--- src/rtl/muldiv_ctrl.sv ---
// muldiv_ctrl: RV32M execution unit with a two-stage pipelined multiplier and a 32-cycle restoring divider.
// The divider is built only when MULDIV_DIV_EN is defined; otherwise DIV-class ops write back 0.
module muldiv_ctrl (
   input  logic        clk_i,
   input  logic        reset_n_i,
   input  logic        req_valid_i,
   output logic        req_ready_o,
   input  logic [31:0] inst_i,
   input  logic [31:0] rs1_value_i,
   input  logic [31:0] rs2_value_i,
   input  logic [4:0]  rob_idx_i,
   input  logic        flush_i,
   output logic        wb_valid_o,
   output logic [31:0] wb_value_o,
   output logic [4:0]  wb_rob_idx_o
);
   logic [2:0]  f3;
   logic        accept, s1_load, s1_valid, s1_hi, div_wb, wb_take, unused;
   logic [32:0] s1_a, s1_b;
   logic [4:0]  s1_tag, div_tag;
   logic [31:0] div_res;
   logic [63:0] prod;

   assign f3      = inst_i[14:12];
   assign unused  = ^{inst_i[31:15], inst_i[11:0]};
   assign accept  = req_valid_i && req_ready_o && !flush_i;
   assign prod    = $signed({{31{s1_a[32]}}, s1_a}) * $signed({{31{s1_b[32]}}, s1_b});
   assign wb_take = !flush_i && (s1_valid || div_wb);

   // DIV-class operands are zeroed so a divider-less build writes back 0 through S1
   always_ff @(posedge clk_i) begin
      if (!reset_n_i) s1_valid <= 1'b0;
      else s1_valid <= s1_load;
      if (s1_load) begin
         s1_a   <= f3[2] ? '0 : {(f3[1] ^ f3[0]) & rs1_value_i[31], rs1_value_i};
         s1_b   <= f3[2] ? '0 : {(f3[1:0] == 2'b01) & rs2_value_i[31], rs2_value_i};
         s1_hi  <= |f3[1:0];
         s1_tag <= rob_idx_i;
      end
   end

`ifdef MULDIV_DIV_EN
   typedef enum logic [1:0] {IDLE, BUSY, DONE} div_state_t;
   div_state_t  state, state_n;
   logic        sgn, special, div_acc, ge, neg_q, neg_r, is_rem;
   logic [31:0] quo, rem, dvs, a_abs, b_abs;
   logic [32:0] sh;
   logic [4:0]  cnt;

   assign sgn         = !f3[0];
   assign div_acc     = accept && f3[2];
   assign special     = rs2_value_i == 32'h0 ||
                        (sgn && rs1_value_i == 32'h80000000 && rs2_value_i == 32'hFFFFFFFF);
   assign a_abs       = (sgn && rs1_value_i[31]) ? -rs1_value_i : rs1_value_i;
   assign b_abs       = (sgn && rs2_value_i[31]) ? -rs2_value_i : rs2_value_i;
   assign sh          = {rem, quo[31]};
   assign ge          = sh >= {1'b0, dvs};
   assign div_res     = is_rem ? (neg_r ? -rem : rem) : (neg_q ? -quo : quo);
   assign div_wb      = state == DONE && !s1_valid;
   assign req_ready_o = !f3[2] || state == IDLE;
   assign s1_load     = accept && !f3[2];

   always_ff @(posedge clk_i) begin
      if (!reset_n_i) state <= IDLE;
      else state <= state_n;
   end

   always_comb begin
      state_n = state;
      if (flush_i) state_n = IDLE;
      else if (state == IDLE && div_acc) state_n = special ? DONE : BUSY;
      else if (state == BUSY && cnt == 5'd31) state_n = DONE;
      else if (div_wb) state_n = IDLE;
   end

   // Special cases preload quotient/remainder with no sign fix-up and skip BUSY
   always_ff @(posedge clk_i) begin
      if (!reset_n_i) cnt <= '0;
      else if (div_acc) cnt <= '0;
      else if (state == BUSY) cnt <= cnt + 5'd1;
      if (div_acc) begin
         div_tag <= rob_idx_i;
         is_rem  <= f3[1];
         dvs     <= b_abs;
         quo     <= special ? (rs2_value_i == 32'h0 ? 32'hFFFFFFFF : 32'h80000000) : a_abs;
         rem     <= (special && rs2_value_i == 32'h0) ? rs1_value_i : 32'h0;
         neg_q   <= !special && sgn && (rs1_value_i[31] ^ rs2_value_i[31]);
         neg_r   <= !special && sgn && rs1_value_i[31];
      end else if (state == BUSY) begin
         quo <= {quo[30:0], ge};
         rem <= ge ? 32'(sh - {1'b0, dvs}) : sh[31:0];
      end
   end
`else
   assign req_ready_o = 1'b1;
   assign s1_load     = accept;
   assign div_wb      = 1'b0;
   assign div_res     = '0;
   assign div_tag     = '0;
`endif

   // A valid S1 product always wins; the divider waits in DONE
   always_ff @(posedge clk_i) begin
      if (!reset_n_i) begin
         wb_valid_o   <= 1'b0;
         wb_value_o   <= '0;
         wb_rob_idx_o <= '0;
      end else begin
         wb_valid_o <= wb_take;
         if (wb_take) begin
            wb_value_o   <= s1_valid ? (s1_hi ? prod[63:32] : prod[31:0]) : div_res;
            wb_rob_idx_o <= s1_valid ? s1_tag : div_tag;
         end
      end
   end
endmodule
--- config.mk ---
export PLATFORM = sky130hd
export DESIGN_NAME = muldiv_ctrl
export DESIGN_NICKNAME = d
export VERILOG_FILES = /design/src/rtl/muldiv_ctrl.sv
export SDC_FILE = /design/constraint.sdc
export NUM_CORES = 2
export LEC_CHECK = 0
export ABC_CLOCK_PERIOD_IN_PS = 15800
export BUFFER_PORTS_ARGS = -buffer_cell sky130_fd_sc_hd__buf_4
export CORE_MARGIN = 5
export CORE_UTILIZATION = 40
export DETAILED_ROUTE_END_ITERATION = 8
export SYNTH_ARGS = -nofsm -noshare
export SYNTH_HDL_FRONTEND = slang
export SYNTH_SLANG_ARGS = --single-unit
--- constraint.sdc ---
create_clock -name clk_i -period 15.8 [get_ports clk_i]
set_input_delay 3.95 -clock clk_i [delete_from_list [all_inputs] [get_ports clk_i]]
set_output_delay 3.95 -clock clk_i [all_outputs]
set_load 0.02 [all_outputs]
* Word-level counts from Yosys, hierarchy flattened
Index checks and enable logic that the tools add are counted.
Cells by class: eq/ne operators 1, bitwise logic cells 3, muxes and demuxes 3, $mul 1, reduce and logical (&&, ||, !) cells 4
Operators by type and width (count):
- 33-bit by 33-bit multiplier with 64-bit output | 1
- 32-bit two-way mux | 2
- 5-bit two-way mux | 1
- 1-bit AND | 2
- 2-bit by 1-bit equality test with 1-bit output, second input constant | 1
- 1-bit logical AND | 2
- 2-bit OR reduction | 1
- 1-bit logical NOT | 1
- 1-bit bitwise XOR | 1
Word-level totals: register bits 111

* Logic depth before layout (Yosys ltp)
depth after elaboration 3, depth in mapped cells 30, depth with buffers taken out 28

* Worst setup path before layout
OpenSTA, ideal clock, no wires.
kind input port to flip-flop, start point input flush_i, end point register s1_a[0], enable pin, arrival 7.184 ns, stages on the path 1, setup time 0.513 ns, slack 8.102 ns, path buffers 0, path through nor2b_1
On the way: longest elaborated chain between the ends 2
Ends and longest elaborated chain:
- start: declaration | line 12 | input logic flush_i,
- 1-bit logical NOT | line 26 | assign accept = req_valid_i && req_ready_o && !flush_i;
- 1-bit logical AND | line 26
- end signal: assignment | line 35 | s1_a <= f3[2] ? '0 : {(f3[1] ^ f3[0]) & rs1_value_i[31], rs1_value_i};
- end: declaration | line 19 | logic [32:0] s1_a, s1_b;
No other way between the ends. A chain may end at the register's enable or synchronous reset.

* Final worst setup path
start point register s1_b[2], end point register wb_value_o[27]
On the way: longest elaborated chain between the ends 3
Ends and longest elaborated chain:
- start: declaration | line 19
- start signal: assignment | line 36 | s1_b <= f3[2] ? '0 : {(f3[1:0] == 2'b01) & rs2_value_i[31], rs2_value_i};
- 33-bit by 33-bit multiplier with 64-bit output | line 27 | assign prod = $signed({{31{s1_a[32]}}, s1_a}) * $signed({{31{s1_b[32]}}, s1_b});
- 32-bit two-way mux (2 in a row) | line 111 | wb_value_o <= s1_valid ? (s1_hi ? prod[63:32] : prod[31:0]) : div_res;
- end signal: assignment | line 111
- end: declaration | line 14 | output logic [31:0] wb_value_o,
No other way between the ends.

==> flow_summary.toml <==
[status]
outcome = "completed"

[drt]
via_count = 29261
drtAntennaViolNets = 0
viasPerCell = 4.958
drt-total-wl_um = 111000
routedWlPerCell_um = 18.81
drt_iter0_drc = 1494
drt-pass1-iter-count = 5
drc = 0

[place]
dp_hpwl_um = 88820
placed_cells = 5886
gp_congestion = 0.8745
place_area_mm2 = 0.04504
portBuffers = 113

[synth]
synthTopCellsByArea = "fa_1, inv_1, and2_1, ha_1, nand2_1"
synth_cell_types = 86
synth-edff-count = 72
synth.ff_latch_count = 111
yosysSeqAreaShare = 0.06861
syn-num-nets = 5982
synth.avg_cell_area_um2 = 9.452
postSynth.asyncResetShare = 0
synth.top_cell.area_share = 0.5251
ys.flop_type = "edfxtp_1"
yosys_warnings = 0
synth_area_mm2 = 0.04289
syn-instance-count = 4538
synth_area_leader_cell = "fa_1"

[worst_setup_path]
worstPathMaxFanout = 33
r2r_cells = 22
crit_start = "s1_b[2]"
r2r_start = "s1_b[2]"
endpoint_kind = "flip-flop"
start_kind = "flip-flop"
endpoint = "wb_value_o[27]"
worstSetupPathType = "flip-flop to flip-flop"
rr_endpoint = "wb_value_o[27]"
crit_arrival_ns = 9.60
cp_data_required_time_ns = 16.14
r2r_slack_ns = 6.55

[sta]
fin_skew_ns = 0.04549
min_period_ns = 9.251
setup_viol = 0
slew-limit-headroom = 0.1769
tns_ns = 0
finalCritPeriodShare = 0.5855
worstMarginPinSlew_ns = 1.235
clock.fmax_mhz = 108.1
hold_violations = 0
rsz0062_at_grt = "false"
slew_viol_final = 0

[final_layout]
nNetsFinal = 5938
diodes = 0
drive_above_1_share = 0.05379
layout.cells.non_filler = 5902
final_area_mm2 = 0.04536
fillers = 10493
syn_to_final_growth_pct = 5.741

[grt]
grt_max_degree = 65
grt_overflow_total = 0
antenna_found_initial = 2
grt_pass1_vias = 32936
grt_use_total = 0.2069
grt_pass1_wl_um = 184500

[clock_network]
root_buffer = "clkbuf_16"
clockBufferDepth = 2
ctsResizeCount = 0
cts_setup_buffers = 0
cts_tree = "yes"
worstSkewPairLatency_ns = 0.47
cts_made_buffers = 9
cts_max_level = 3
hold_buffers = 0
clock_sinks = 111
cts.clk_slew.worst_paths_ns = 0.10

[floorplan]
initial_core_util = 0.4018
die_h_um = 337.5
rows = 120
coreArea_mm2 = 0.1068
num_io_pins = 144
die_area_mm2 = 0.1139
die_w_um = 337.5

[run]
drv_cap = 0

[hold_path]
worstHoldPathType = "flip-flop to flip-flop"
## worst min path at each step
| stage | start | to | slack [ns] | cells after the start |
|---|---|---|---|---|
| 2_1_floorplan | s1_tag[0] | wb_rob_idx_o[0] | 0.47 | 2 |
| 3_3_place_gp | wb_rob_idx_o[4] | wb_rob_idx_o[4] | 0.44 | 2 |
| 3_5_place_dp | wb_rob_idx_o[4] | wb_rob_idx_o[4] | 0.45 | 2 |
| 4_1_cts | wb_rob_idx_o[3] | wb_rob_idx_o[3] | 0.47 | 2 |
| 5_1_grt | wb_rob_idx_o[3] | wb_rob_idx_o[3] | 0.49 | 2 |
| 6_report | wb_rob_idx_o[4] | wb_rob_idx_o[4] | 0.46 | 2 |
## synth_stat cells, types with 3 or more instances
master       n
and3_1       6
buf_2        6
a211oi_1     7
inv_1     1137
nor2_1      57
clkbuf_8     4
o21bai_1     8
ha_1       214
nand2b_1    15
a21oi_2      5
xor2_1      23
a31oi_1     10
nand3_1     18
o31ai_1      4
nand4_1     10
o221ai_1     8
nor2b_1     97
o21a_1       8
and2_1     536
mux2i_1      9
xnor2_1     48
or3_1        4
a21oi_1     93
a21o_1      28
o21ai_1      4
clkbuf_1   220
edfxtp_1    72
nand2_1    587
o21ai_2      5
nor3_2       3
a22oi_1      3
o21ai_0     39
nor3_1      12
o211ai_1    10
dfxtp_1     39
or2_2        4
fa_1      1125
## cell families (layout without fill, tap and decap cells)
logic type | after synthesis | in the layout | share of synthesized area
buffers and inverters | 1375 | 1336 | 0.1228
and+or+nand+nor | 1368 | 1368 | 0.1625
adders and majority gates | 1339 | 1339 | 0.5875
AOI/OAI and AO/OA | 264 | 264 | 0.04198
DFF | 111 | 111 | 0.06861
xor gates and xnor gates | 71 | 71 | 0.01450
muxes | 9 | 9 | 0.002100
other | 1 | 1 | 0.00008743
## metal layers
metal | vias up | global-route usage | share of wire
met1 | 15546 | 0.2769 | 0.43
met2 | 658 | 0.3652 | 0.51
met3 | 105 | 0.02946 | 0.045
met4 | 0 | 0.03494 | 0.016
met5 | - | 0 | 0
li1 | 12952 | - | -
## cells in the final DEF, fill, tap and decap left out, types with 4 or more instances in the layout
cell type	n
inv_1	1137
fa_1	1125
nand2_1	587
and2_1	536
ha_1	214
buf_4	183
nor2b_1	95
a21oi_1	93
edfxtp_1	72
nor2_1	57
xnor2_1	48
o21ai_0	39
dfxtp_1	39
a21o_1	28
xor2_1	23
nand3_1	18
nand2b_1	15
nor3_1	12
nand4_1	10
o211ai_1	10
a31oi_1	10
mux2i_1	9
clkbuf_16	9
o21bai_1	8
o21a_1	8
o221ai_1	8
a211oi_1	7
and3_1	6
a21oi_2	5
o21ai_2	5
or3_1	4
o21ai_1	4
or2_2	4
o31ai_1	4
## flip-flops by register name (all words and copies together) (netlist names)
register      cells
s1_tag            5
wb_valid_o        1
s1_b             33
s1_valid          1
s1_hi             1
s1_a             33
wb_value_o       32
wb_rob_idx_o      5
## worst max-delay path, cell delays in order, from the launching register on
cell       delay [ns]
edfxtp_1         1.18
and2_1           0.26
fa_1             0.50
fa_1             0.63
fa_1             0.67
fa_1             0.92
inv_1            0.44
fa_1             0.60
inv_1            0.05
fa_1             0.49
fa_1             0.49
inv_1            0.05
fa_1             0.47
inv_1            0.04
ha_1             0.41
nand4_1          0.20
nor3_1           0.29
inv_1            0.07
a211oi_1         0.50
o21ai_2          0.12
a21oi_1          0.36
o2111ai_1        0.18
and3_1           0.22
## metrics by stage
stage	worst slack, ns	utilization	hold slack (ns)
floorplan	8.102	-	0.4713
global placement	6.602	0.4219	0.4448
detailed placement	6.581	0.4219	0.4540
CTS	6.537	0.4249	0.4677
global route	6.122	0.4249	0.4920
finish	6.549	0.4249	0.4627
## cell type report
| class | count | area, µm² | area share |
|---|---|---|---|
| well taps | 1403 | 1755 | 0.03870 |
| repair buffers | 183 | 1374 | 0.03029 |
| multi-input cells | 3052 | 34700 | 0.7650 |
| clock inverters | 7 | 91.34 | 0.002014 |
| clock buffers | 9 | 225.2 | 0.004966 |
| inverters | 1137 | 4268 | 0.09410 |
| flip-flops and latches | 111 | 2943 | 0.06488 |
Power is left out: the tool's default activity adds up to more than one toggle a clock period on the data nets, which glitch-free logic cannot reach.
